--- src/rtl/cfg_chain_loader_pkg.sv ---
// Shared types and constants for the configuration chain loader.
//   state_e        loader FSM states
//   TILE_CFG_BITS  config bits held by one switch tile
//   nwords()       host words needed to cover a chain of a given length
package cfg_chain_pkg;

    localparam int unsigned TILE_CFG_BITS = 40;

    typedef enum logic [2:0] {
        IDLE,
        FETCH,
        LOW,
        HIGH,
        FIN
    } state_e;

    function automatic int unsigned nwords(input int unsigned len, input int unsigned w);
        return (len + w - 1) / w;
    endfunction

endpackage

--- src/rtl/cfg_chain_loader_if.sv ---
// Host-side bus of the configuration chain loader.
//   start/in_data/in_valid  host -> loader (load request and word stream)
//   in_ready                loader -> host (word accepted on in_valid && in_ready)
//   rb_data/rb_valid        loader -> host (readback words, no backpressure)
//   busy/done               loader -> host (status)
interface cfg_chain_loader_if #(
    parameter int unsigned WORD_W = 8
);
    logic              start;
    logic [WORD_W-1:0] in_data;
    logic              in_valid;
    logic              in_ready;
    logic [WORD_W-1:0] rb_data;
    logic              rb_valid;
    logic              busy;
    logic              done;

    modport master (
        output start, in_data, in_valid,
        input  in_ready, rb_data, rb_valid, busy, done
    );

    modport slave (
        input  start, in_data, in_valid,
        output in_ready, rb_data, rb_valid, busy, done
    );
endinterface

--- src/rtl/cfg_chain_loader_phase_div.sv ---
// Phase counter for chain_clk generation: counts DIV cycles and ticks on the last one.
//   i_clk    system clock
//   i_rst    synchronous active-high reset
//   i_clear  restart the count (FSM is changing state)
//   o_tick   high in the DIV-th cycle of the current phase
module cfg_phase_div #(
    parameter int unsigned DIV = 2
) (
    input  logic i_clk,
    input  logic i_rst,
    input  logic i_clear,
    output logic o_tick
);
    localparam int unsigned CW = $clog2(DIV + 1);

    logic [CW-1:0] r_cnt;

    assign o_tick = (r_cnt == CW'(DIV - 1));

    always_ff @(posedge i_clk) begin
        if (i_rst || i_clear || o_tick) begin
            r_cnt <= '0;
        end else begin
            r_cnt <= r_cnt + 1'b1;
        end
    end
endmodule

--- src/rtl/cfg_chain_loader.sv ---
// Configuration shift-chain loader for daisy-chained switch tiles.
// Serialises host words MSB first onto the chain, generates the chain clock and
// shift-enable, and returns the chain's previous contents as readback words.
//   i_shift_clk  system clock
//   i_rst        synchronous active-high reset
//   io_host      host bus (start, word stream in, readback out, busy/done)
//   o_chain_clk  registered clock to the tiles
//   o_chain_en   tile shift_en; 1 = tiles disconnected while loading
//   o_chain_i    serial data to the first tile
//   i_chain_o    serial data from the last tile
module cfg_chain_loader
    import cfg_chain_pkg::*;
#(
    parameter int unsigned CHAIN_LEN = TILE_CFG_BITS,
    parameter int unsigned WORD_W    = 8,
    parameter int unsigned DIV       = 2
) (
    input  logic              i_shift_clk,
    input  logic              i_rst,
    cfg_chain_loader_if.slave io_host,
    output logic              o_chain_clk,
    output logic              o_chain_en,
    output logic              o_chain_i,
    input  logic              i_chain_o
);
    localparam int unsigned BCW = $clog2(CHAIN_LEN + 1);
    localparam int unsigned WCW = $clog2(WORD_W + 1);

    state_e            r_state;
    state_e            w_state_d;
    logic              w_tick;
    logic              w_state_chg;
    logic              w_hs;
    logic              w_sample;
    logic              w_hi_exit;
    logic [BCW-1:0]    r_bit_cnt;
    logic [WCW-1:0]    r_wbit;
    logic [WCW-1:0]    r_rb_cnt;
    logic [WORD_W-1:0] r_shift;
    logic [WORD_W-1:0] r_rb;
    logic [WORD_W-1:0] w_rb_next;
    logic [WORD_W-1:0] w_rb_pad;
    logic [WORD_W-1:0] r_rb_data;
    logic              r_rb_valid;
    logic              r_chain_clk;
    logic              r_chain_en;

    cfg_phase_div #(
        .DIV(DIV)
    ) u_phase_div (
        .i_clk  (i_shift_clk),
        .i_rst  (i_rst),
        .i_clear(w_state_chg),
        .o_tick (w_tick)
    );

    assign w_state_chg = (w_state_d != r_state);
    assign w_hs        = (r_state == FETCH) && io_host.in_valid;
    // Sample on the edge that raises chain_clk: chain_o still holds the pre-shift bit.
    assign w_sample    = (r_state == LOW) && w_tick;
    assign w_hi_exit   = (r_state == HIGH) && w_tick;
    assign w_rb_next   = {r_rb[WORD_W-2:0], i_chain_o};
    // Final partial word: collected bits sit in the LSBs, move them up and zero-fill.
    assign w_rb_pad    = r_rb << (WCW'(WORD_W) - r_rb_cnt);

    always_comb begin
        w_state_d = r_state;
        unique case (r_state)
            IDLE:  if (io_host.start) w_state_d = FETCH;
            FETCH: if (io_host.in_valid) w_state_d = LOW;
            LOW:   if (w_tick) w_state_d = HIGH;
            HIGH: begin
                if (w_tick) begin
                    if (r_bit_cnt == BCW'(CHAIN_LEN)) begin
                        w_state_d = FIN;
                    end else if (r_wbit == WCW'(WORD_W)) begin
                        w_state_d = FETCH;
                    end else begin
                        w_state_d = LOW;
                    end
                end
            end
            FIN:     w_state_d = IDLE;
            default: w_state_d = IDLE;
        endcase
    end

    always_ff @(posedge i_shift_clk) begin
        if (i_rst) begin
            r_state     <= IDLE;
            r_bit_cnt   <= '0;
            r_wbit      <= '0;
            r_rb_cnt    <= '0;
            r_shift     <= '0;
            r_rb        <= '0;
            r_rb_data   <= '0;
            r_rb_valid  <= 1'b0;
            r_chain_clk <= 1'b0;
            r_chain_en  <= 1'b1;
        end else begin
            r_state     <= w_state_d;
            r_chain_clk <= (w_state_d == HIGH);
            r_rb_valid  <= 1'b0;

            if ((r_state == IDLE) && io_host.start) begin
                r_chain_en <= 1'b1;
                r_bit_cnt  <= '0;
                r_rb_cnt   <= '0;
            end

            if (w_hs) begin
                r_shift <= io_host.in_data;
                r_wbit  <= '0;
            end

            if (w_sample) begin
                r_bit_cnt <= r_bit_cnt + 1'b1;
                r_wbit    <= r_wbit + 1'b1;
                r_rb      <= w_rb_next;
                if (r_rb_cnt == WCW'(WORD_W - 1)) begin
                    r_rb_data  <= w_rb_next;
                    r_rb_valid <= 1'b1;
                    r_rb_cnt   <= '0;
                end else begin
                    r_rb_cnt <= r_rb_cnt + 1'b1;
                end
            end

            if (w_hi_exit && (w_state_d == LOW)) begin
                r_shift <= r_shift << 1;
            end

            if (w_hi_exit && (w_state_d == FIN)) begin
                r_chain_en <= 1'b0;
                if (r_rb_cnt != '0) begin
                    r_rb_data  <= w_rb_pad;
                    r_rb_valid <= 1'b1;
                end
            end
        end
    end

    assign io_host.in_ready = (r_state == FETCH);
    assign io_host.busy     = (r_state != IDLE);
    assign io_host.done     = (r_state == FIN);
    assign io_host.rb_data  = r_rb_data;
    assign io_host.rb_valid = r_rb_valid;
    assign o_chain_clk      = r_chain_clk;
    assign o_chain_en       = r_chain_en;
    assign o_chain_i        = r_shift[WORD_W-1];
endmodule

--- src/flat_wrapper.sv ---
// flat-port wrapper written by rule: the top's interface ports become plain ports
module cfg_chain_loader_flat import cfg_chain_pkg::*;
#(
    parameter int unsigned CHAIN_LEN = TILE_CFG_BITS,
    parameter int unsigned WORD_W    = 8,
    parameter int unsigned DIV       = 2
)
  (i_shift_clk, i_rst, o_chain_clk, o_chain_en, o_chain_i, i_chain_o, io_host_start, io_host_in_data, io_host_in_valid, io_host_in_ready, io_host_rb_data, io_host_rb_valid, io_host_busy, io_host_done);
  cfg_chain_loader_if #(.WORD_W(WORD_W)) io_host_i ();
  input  logic i_shift_clk;
  input  logic i_rst;
  output logic o_chain_clk;
  output logic o_chain_en;
  output logic o_chain_i;
  input  logic i_chain_o;
  input wire logic [$bits(io_host_i.start)-1:0] io_host_start;
  input wire logic [$bits(io_host_i.in_data)-1:0] io_host_in_data;
  input wire logic [$bits(io_host_i.in_valid)-1:0] io_host_in_valid;
  output wire logic [$bits(io_host_i.in_ready)-1:0] io_host_in_ready;
  output wire logic [$bits(io_host_i.rb_data)-1:0] io_host_rb_data;
  output wire logic [$bits(io_host_i.rb_valid)-1:0] io_host_rb_valid;
  output wire logic [$bits(io_host_i.busy)-1:0] io_host_busy;
  output wire logic [$bits(io_host_i.done)-1:0] io_host_done;
  assign io_host_i.start = io_host_start;
  assign io_host_i.in_data = io_host_in_data;
  assign io_host_i.in_valid = io_host_in_valid;
  assign io_host_in_ready = io_host_i.in_ready;
  assign io_host_rb_data = io_host_i.rb_data;
  assign io_host_rb_valid = io_host_i.rb_valid;
  assign io_host_busy = io_host_i.busy;
  assign io_host_done = io_host_i.done;
  cfg_chain_loader #(.CHAIN_LEN(CHAIN_LEN), .WORD_W(WORD_W), .DIV(DIV)) u_core (.i_shift_clk(i_shift_clk), .i_rst(i_rst), .io_host(io_host_i), .o_chain_clk(o_chain_clk), .o_chain_en(o_chain_en), .o_chain_i(o_chain_i), .i_chain_o(i_chain_o));
endmodule
--- config.mk ---
export PLATFORM = sky130hd
export DESIGN_NAME = cfg_chain_loader_flat
export DESIGN_NICKNAME = d
export VERILOG_FILES = /design/src/rtl/cfg_chain_loader_pkg.sv /design/src/rtl/cfg_chain_loader_if.sv /design/src/rtl/cfg_chain_loader_phase_div.sv /design/src/rtl/cfg_chain_loader.sv /design/src/flat_wrapper.sv
export SDC_FILE = /design/constraint.sdc
export NUM_CORES = 1
export LEC_CHECK = 0
export CORE_MARGIN = 5
export CORE_UTILIZATION = 49
export CTS_BUF_LIST = sky130_fd_sc_hd__clkbuf_2 sky130_fd_sc_hd__clkbuf_4 sky130_fd_sc_hd__clkbuf_8
export CTS_CLUSTER_DIAMETER = 100
export DETAILED_ROUTE_END_ITERATION = 8
export GPL_TIMING_DRIVEN = 0
export PLACE_DENSITY_LB_ADDON = 0.2
export SYNTH_ARGS = -nofsm -noshare
export SYNTH_HDL_FRONTEND = slang
export SYNTH_HIERARCHICAL = 1
export SYNTH_SLANG_ARGS = --single-unit
--- constraint.sdc ---
create_clock -name i_shift_clk -period 2.38 [get_ports i_shift_clk]
set_clock_uncertainty 0.2 [all_clocks]
set_input_delay 0.714 -clock i_shift_clk [delete_from_list [all_inputs] [get_ports i_shift_clk]]
set_output_delay 0.714 -clock i_shift_clk [all_outputs]
set_load 0.05 [all_outputs]
==> results.json, run 1 <==
{
  "cts_num_sinks": 46,
  "synthDominantCellAreaShare_pct": 38.06,
  "ys_types": 50,
  "worstSkewPairLatency_ps": 300,
  "initial_core_util_pct": 50.89,
  "placement.setup.worst_slack_ps": -384.3,
  "fin_total_pwr_uw": 1470,
  "maximum_number_of_pins_on_one_net_before_global_route_repair": 15,
  "synth_ff_type": "sky130_fd_sc_hd__dfxtp_1",
  "postSynthNetCount": 300,
  "min_from": "u_core/u_phase_div/r_cnt[0]$_SDFF_PP0_",
  "pd_cells_nw_per_um2": 504.0,
  "groute.layer.met3.usage_pct": 3.139,
  "fin_crit_ps": 2350,
  "ys_async_sr_fraction_pct": 0,
  "class_of_the_worst_hold_path": "reg2reg",
  "synth.area.mux_share_pct": 11.01,
  "synth-compound-area-share_pct": 16.70,
  "clkSlewWorstSetupHoldPaths_ps": 90,
  "status": "completed",
  "overflow": 0,
  "grt_first_pass_wirelength_um": 8832,
  "combPwrFrac_pct": 12.9,
  "cap_violations": 0,
  "cts_max_level": 2,
  "layout_setup_ws_ps": 30.22,
  "timing.final.crit_share_pct": 98.73,
  "drt_iter0_drc": 113,
  "critical_path_arrival_ps": 2370,
  "first_global_vias": 1847,
  "vdd_drop_max_mv": 0.3356,
  "avgRoutedWirePerCell_um": 13.27,
  "power_report.internal_total_uw": 1085,
  "power.sequential.fraction_pct": 54.0,
  "synth-simple-area-share_pct": 22.34,
  "critical_path_peak_fanout": 3,
  "ctsRootBufferMaster": "sky130_fd_sc_hd__clkbuf_8",
  "postCtsHoldBufs": 0,
  "setup.worst_path.start": "io_host_start",
  "drc": 0,
  "antenna_violating_nets_remaining": 0,
  "area_growth_pct": 20.53,
  "floorplan.rows": 25,
  "place.detailed.hpwl_um": 3654,
  "crit_required_ps": 2400,
  "design.core.area_um2": 4755,
  "post-synth-top-count-cell": "sky130_fd_sc_hd__dfxtp_1",
  "regToRegStartpoint": "u_core/u_phase_div/r_cnt[0]$_SDFF_PP0_",
  "endpoint_kind": "flop",
  "drt_pass1_iterations": 4,
  "floorplan_die_width_um": 80.28,
  "grt_util_all_layers_pct": 17.25,
  "vias_per_cell": 5.367,
  "yosysTopAreaCell": "sky130_fd_sc_hd__dfxtp_1",
  "grt_util_met2_pct": 25.91,
  "route.final.wire_length_um": 5096,
  "dieArea_um2": 6444,
  "hold_viol": 0,
  "timing.hold.worst_path_depth": 1,
  "synth_cells": 280,
  "gp_congestion": 0.8829,
  "number_of_vias_after_detailed_routing": 2061,
  "tritoncts.num_buffers": 5,
  "rsz_0062_raised_after_global_routing": "true",
  "synthTopCellsByArea": "sky130_fd_sc_hd__dfxtp_1 (38%), sky130_fd_sc_hd__mux2i_1 (8.7%), sky130_fd_sc_hd__a21oi_1 (6.2%), sky130_fd_sc_hd__nor2_1 (6.0%), sky130_fd_sc_hd__nand2_1 (3.7%)",
  "hold_slack_ps": 258.0,
  "synthAdderAreaFrac_pct": 3.619,
  "diodes": 0,
  "fmaxAchievable_mhz": 425.6,
  "max_slew.worst_pin.slew_ps": 557.2,
  "grtUsageMet1_pct": 24.97,
  "p_sw_uw": 385.4,
  "power.share.switching_pct": 26.22,
  "clockBufferDepth": 2,
  "synth_sequential_area_ratio_pct": 38.06,
  "yosys_warnings": 6,
  "antenna_found_initial": 0,
  "final.setup.tns_ps": 0,
  "tritoncts": "done",
  "yosys.area_share.xor_xnor_pct": 2.585,
  "post_synth_instance_area_um2": 2420,
  "setup_viol_count_final": 0,
  "layer_with_the_highest_usage_after_global_routing": "met2",
  "total_leakage_power_uw": 0.001256,
  "slew-limit-headroom_pct": 62.86,
  "timing_worst_setup_path_type": "in2reg",
  "worst-r2r-cell-count": 8,
  "number_of_flip_flops_and_latches_in_the_synthesized_netlist": 46,
  "syn_avg_cell_area_um2": 8.642,
  "yosys-top-cells-count": "sky130_fd_sc_hd__dfxtp_1 (46), sky130_fd_sc_hd__nor2_1 (39), sky130_fd_sc_hd__a21oi_1 (30)",
  "io_buffers": 27,
  "io_pins": 28,
  "die_h_um": 80.28,
  "slew_viol_final": 0,
  "number_of_nets_in_the_final_layout": 336,
  "post_route_cells_drive_above_1_share_pct": 13.25,
  "main_combinational_cell_family_by_area_after_synthesis": "simple AND/OR/NAND/NOR gates",
  "clkPwrFrac_pct": 33.1,
  "synth_edf_count": 0,
  "setup.worst_path.start_class": "input pin"
}
per-layer routing:
metal	vias up	share of wire, %
li1	1055	-
met1	947	49
met2	55	45
met3	4	5.3
met4	0	0.80
met5	-	0
worst paths after layout:
path,end,slack [ps]
worst min-delay path,u_core/u_phase_div/r_cnt[0]$_SDFF_PP0_,260
worst max register to register,u_core/u_phase_div/r_cnt[0]$_SDFF_PP0_,130
worst max-delay path,u_core/u_phase_div/r_cnt[0]$_SDFF_PP0_,30
worst min register to register,u_core/u_phase_div/r_cnt[0]$_SDFF_PP0_,260
placed cells by master (no fill, tap or decap), drive strengths merged, types with 3 or more instances in the layout:
| cell type | netlist | layout |
|---|---|---|
| buf | 11 | 14 |
| nand3 | 8 | 8 |
| a22oi | 3 | 3 |
| a21oi | 30 | 30 |
| ha | 7 | 7 |
| nand2 | 24 | 24 |
| xor2 | 5 | 5 |
| a211oi | 7 | 7 |
| o21ai | 5 | 5 |
| nor4 | 3 | 3 |
| dlymetal6s2s | 0 | 10 |
| mux2i | 21 | 21 |
| clkdlybuf4s50 | 0 | 13 |
| o22ai | 6 | 6 |
| nor3 | 9 | 9 |
| nor2b | 5 | 5 |
| o22a | 3 | 3 |
| nor2 | 40 | 40 |
| clkbuf | 6 | 14 |
| dfxtp | 46 | 46 |
| mux2 | 3 | 3 |
| inv | 12 | 12 |
worst max-delay path: stages:
cell	delay (ps)
sky130_fd_sc_hd__clkdlybuf4s50_1	450
sky130_fd_sc_hd__inv_1	50
sky130_fd_sc_hd__mux2_2	260
sky130_fd_sc_hd__o22a_1	160
sky130_fd_sc_hd__o22a_1	180
sky130_fd_sc_hd__a211o_1	300
sky130_fd_sc_hd__buf_4	150
sky130_fd_sc_hd__nor4_2	110
stage by stage:
| step | utilization, % | std cells | cell area (µm²) |
|---|---|---|---|
| after global routing | 61.34 | 384 | 2917 |
| after floorplan | - | 280 | 2430 |
| after detailed placement | 58.55 | 374 | 2784 |
| after global placement | 58.55 | 374 | 2784 |
| after CTS | 60.39 | 383 | 2872 |
| final | 61.34 | 384 | 2917 |
power groups by stage:
stage | logic (µW) | clock network, µW | registers (µW)
after detailed placement | 181 | 0 | 811
after CTS | 181 | 503 | 793
final | 190 | 486 | 794
after floorplan | 119 | 0 | 814
after global placement | 178 | 0 | 811
after global routing | 208 | 544 | 797
kinds of logic after synthesis:
kind of cell / after synthesis
and+or+nand+nor: 104
AOI/OAI and AO/OA: 64
DFF: 46
buffers and inverters: 29
muxes: 25
adders and majority gates: 7
xor gates and xnor gates: 5
state kept, by name, indices dropped and copies added (netlist names):
name / cells
u_core/io_host.rb_data: 8
u_core/io_host.rb_valid: 1
u_core/o_chain_clk: 1
u_core/o_chain_en: 1
u_core/r_bit_cnt: 6
u_core/r_rb: 8
u_core/r_rb_cnt: 4
u_core/r_shift: 8
u_core/r_state: 3
u_core/r_wbit: 4
u_core/u_phase_div/r_cnt: 2
final cells by class:
cell class              count  area, µm²
repair buffers             29      302.8
clock inverters             2      13.76
fillers                   461       1838
multi-input cells         205       1371
plain buffers              17      100.1
well taps                  67      83.83
inverters                  12      45.04
clock buffers               6      76.32
flip-flops and latches     46      923.4
what timing repair did:
action | CTS | global route
resized for setup | 14 | 22
pin swaps | 1 | 4
setup endpoints to repair | 6 | 15
setup buffers | 1 | 1
Note: power is estimated with default switching activity, not from simulation.
==> run 2: changes to the inputs <==
--- a/config.mk
+++ b/config.mk
@@ -14,5 +14,4 @@
 export PLACE_DENSITY_LB_ADDON = 0.2
 export SYNTH_ARGS = -nofsm -noshare
 export SYNTH_HDL_FRONTEND = slang
-export SYNTH_HIERARCHICAL = 1
 export SYNTH_SLANG_ARGS = --single-unit
==> constraint.sdc (replaced) <==
create_clock -name i_shift_clk -period 2.65 [get_ports i_shift_clk]
set_clock_uncertainty 0.2 [all_clocks]
set_input_delay 0.795 -clock i_shift_clk [delete_from_list [all_inputs] [get_ports i_shift_clk]]
set_output_delay 0.795 -clock i_shift_clk [all_outputs]
set_load 0.05 [all_outputs]
==> run 2 against run 1 <==
  * Register-to-register slack better by 330 ps
  * Total power down 11%
  * Via count up 0.15%
  * Non-clock buffer count down 2
  * Synthesized area up 0.41%
  * Core utilization down 0.95 points
  * Sequential cell count unchanged
  * Sequential share of layout area up 0.41 points
  * Design area down 1.5%
  * Die area up 0.36%
  * Sequential power down 9.8%
  * First-iteration DRC count up 8.8%
  * Critical path type is now reg2out
==> results.json, run 2 <==
{
  "status": "completed",
  "ctsRootBufferMaster": "sky130_fd_sc_hd__clkbuf_8",
  "ys_types": 54,
  "synth_cells": 270,
  "synth_ff_type": "sky130_fd_sc_hd__dfxtp_1",
  "drt_iter0_drc": 123,
  "overflow": 0,
  "slew-limit-headroom_pct": 60.80,
  "placement.setup.worst_slack_ps": -46.79,
  "fillCellCount": 460,
  "design.core.area_um2": 4755,
  "avgRoutedWirePerCell_um": 14.17,
  "yosys.area_share.xor_xnor_pct": 2.575,
  "antenna_found_initial": 0,
  "cts_max_level": 2,
  "synthAdderAreaFrac_pct": 3.605,
  "hold_slack_ps": 223.8,
  "yosysTopAreaCell": "sky130_fd_sc_hd__dfxtp_1",
  "critical_path_arrival_ps": 1590,
  "io_buffers": 27,
  "total_leakage_power_uw": 0.0009904,
  "yosys-top-cells-count": "sky130_fd_sc_hd__dfxtp_1 (46), sky130_fd_sc_hd__a21oi_1 (28), sky130_fd_sc_hd__nand2_1 (25)",
  "setup_viol_count_final": 0,
  "antenna_violating_nets_remaining": 0,
  "vias_per_cell": 5.563,
  "area_growth_pct": 18.18,
  "ys_async_sr_fraction_pct": 0,
  "postSynthNetCount": 290,
  "area_of_the_multi_input_gates_um2": 1371,
  "first_global_vias": 1879,
  "post-synth-top-count-cell": "sky130_fd_sc_hd__dfxtp_1",
  "synth-compound-area-share_pct": 17.46,
  "cp-endpoint": "io_host_in_ready",
  "layer_with_the_highest_usage_after_global_routing": "met2",
  "finish.utilization_pct": 60.39,
  "place.detailed.hpwl_um": 3867,
  "diodes": 0,
  "final-instance-count-excl-fill": 371,
  "post_route_cells_drive_above_1_share_pct": 10.53,
  "regToRegStartpoint": "u_core.r_rb_cnt[0]$_SDFFE_PP0P_",
  "gp_congestion": 0.8117,
  "setup.worst_path.start": "u_core.r_state[0]$_SDFF_PP0_",
  "drc": 0,
  "synth_edf_count": 0,
  "number_of_vias_after_detailed_routing": 2064,
  "dieArea_um2": 6467,
  "grt_first_pass_wirelength_um": 8825,
  "synth-simple-area-share_pct": 23.22,
  "drt_pass1_iterations": 4,
  "maximum_number_of_pins_on_one_net_before_global_route_repair": 14,
  "pd_cells_nw_per_um2": 453.1,
  "rsz_0062_raised_after_global_routing": "false",
  "regToRegEndpoint": "u_core.io_host.rb_data[7]$_SDFF_PP0_",
  "timing_worst_setup_path_type": "reg2out",
  "groute.layer.met3.usage_pct": 3.027,
  "synth_sequential_area_ratio_pct": 37.90,
  "yosys_warnings": 0,
  "grt_util_all_layers_pct": 17.42,
  "place_inst": 364,
  "fmaxAchievable_mhz": 387.3,
  "clockBufferDepth": 2,
  "main_combinational_cell_family_by_area_after_synthesis": "simple AND/OR/NAND/NOR gates",
  "number_of_nets_in_the_final_layout": 324,
  "post_synth_instance_area_um2": 2430,
  "grt_util_met2_pct": 26.24,
  "floorplan_die_width_um": 80.42,
  "synthTopCellsByArea": "sky130_fd_sc_hd__dfxtp_1 (38%), sky130_fd_sc_hd__mux2i_1 (6.2%), sky130_fd_sc_hd__a21oi_1 (5.8%), sky130_fd_sc_hd__nand2_1 (3.9%), sky130_fd_sc_hd__ha_1 (3.6%)",
  "io_pins": 28,
  "tritoncts": "done",
  "die_h_um": 80.42,
  "vdd_drop_max_mv": 0.3142,
  "postCtsHoldBufs": 0,
  "tritoncts.num_buffers": 5,
  "max_slew.worst_pin.slew_ps": 585.6,
  "register_area_um2": 920.9,
  "grtUsageMet1_pct": 24.86,
  "hold_viol": 0,
  "cap_violations": 0,
  "postCtsSetupRepairBufs": 0,
  "setup.worst_path.start_class": "flop",
  "floorplan.rows": 25,
  "syn_avg_cell_area_um2": 8.999,
  "number_of_flip_flops_and_latches_in_the_synthesized_netlist": 46,
  "fin_crit_ps": 2582,
  "route.final.wire_length_um": 5258,
  "clkSlewWorstSetupHoldPaths_ps": 80,
  "synth.area.mux_share_pct": 9.578,
  "class_of_the_worst_hold_path": "reg2reg",
  "initial_core_util_pct": 51.11,
  "slew_viol_final": 0,
  "layout_commonest_cell": "sky130_fd_sc_hd__dfxtp_1",
  "crit_required_ps": 1660,
  "worst-r2r-setup-slack_ps": 460,
  "timing.final.crit_share_pct": 97.42,
  "cts_num_sinks": 46,
  "critical_path_peak_fanout": 10,
  "final_cell_mix": "sky130_fd_sc_hd__dfxtp_1 (46), sky130_fd_sc_hd__a21oi_1 (28), sky130_fd_sc_hd__nand2_1 (25)",
  "worst-r2r-cell-count": 7,
  "worstSkewPairLatency_ps": 300,
  "endpoint_kind": "output pin",
  "layout_setup_ws_ps": 68.26,
  "synthDominantCellAreaShare_pct": 37.90
}
run 2: routing by layer:
layer,wire [µm],vias to the layer above,share of wire [%]
li1,-,1049,-
met1,2666,978,51
met2,2349,35,45
met3,211,2,4.0
met4,29,0,0.55
met5,0,-,0
run 2: worst max-delay path, stage by stage (launching register included):
cell	delay [ps]
sky130_fd_sc_hd__dfxtp_1	420
sky130_fd_sc_hd__buf_2	250
sky130_fd_sc_hd__nor3b_1	220
sky130_fd_sc_hd__clkdlybuf4s15_2	400
run 2: where the power goes:
part / total [µW] / internal [µW] / switching, µW
combinational: 167 / 67.4 / 100
sequential: 716 / 705 / 10.7
clock: 418 / 191 / 226
total: 1300 / 964 / 337
run 2: area by class of cell:
class	instances	share of cell area [%]
multi-input cells	195	47.76
flip-flops and latches	46	32.07
repair buffers	27	9.543
plain buffers	17	3.224
well taps	67	2.919
clock buffers	6	2.658
inverters	12	1.569
clock inverters	1	0.2614
run 2: how the worst min path moves through the flow:
stage,startpoint,slack [ps],to,depth (start not counted)
CTS,u_core.u_phase_div.r_cnt[0]$_SDFF_PP0_,230,u_core.u_phase_div.r_cnt[0]$_SDFF_PP0_,1
global route,u_core.u_phase_div.r_cnt[0]$_SDFF_PP0_,250,u_core.u_phase_div.r_cnt[0]$_SDFF_PP0_,1
floorplan,u_core.u_phase_div.r_cnt[0]$_SDFF_PP0_,200,u_core.u_phase_div.r_cnt[0]$_SDFF_PP0_,1
detailed placement,u_core.u_phase_div.r_cnt[0]$_SDFF_PP0_,220,u_core.u_phase_div.r_cnt[0]$_SDFF_PP0_,1
global placement,u_core.u_phase_div.r_cnt[0]$_SDFF_PP0_,210,u_core.u_phase_div.r_cnt[0]$_SDFF_PP0_,1
finish,u_core.u_phase_div.r_cnt[0]$_SDFF_PP0_,220,u_core.u_phase_div.r_cnt[0]$_SDFF_PP0_,1
run 2: logic make-up after synthesis:
logic type,count (synthesis)
AO/OA/AOI/OAI,67
buffers and inverters,29
AND/OR/NAND/NOR,96
flip-flops,46
XOR/XNOR,5
multiplexers,20
adder cells (fa/ha/maj),7
run 2: metrics by stage:
stage	total power, µW	area, µm²	setup TNS (ps)
after global routing	1356	2872	0
after CTS	1313	2872	0
after detailed placement	901.6	2784	-59.38
after global placement	899.7	2784	-0.9031
after floorplan	845.3	2430	-159.6
final	1301	2872	0
run 2: what timing repair did:
| action | CTS | global route |
|---|---|---|
| endpoints found under the setup margin | 3 | 0 |
| resized for setup | 11 | 0 |
| endpoints found under the hold margin | 0 | 0 |
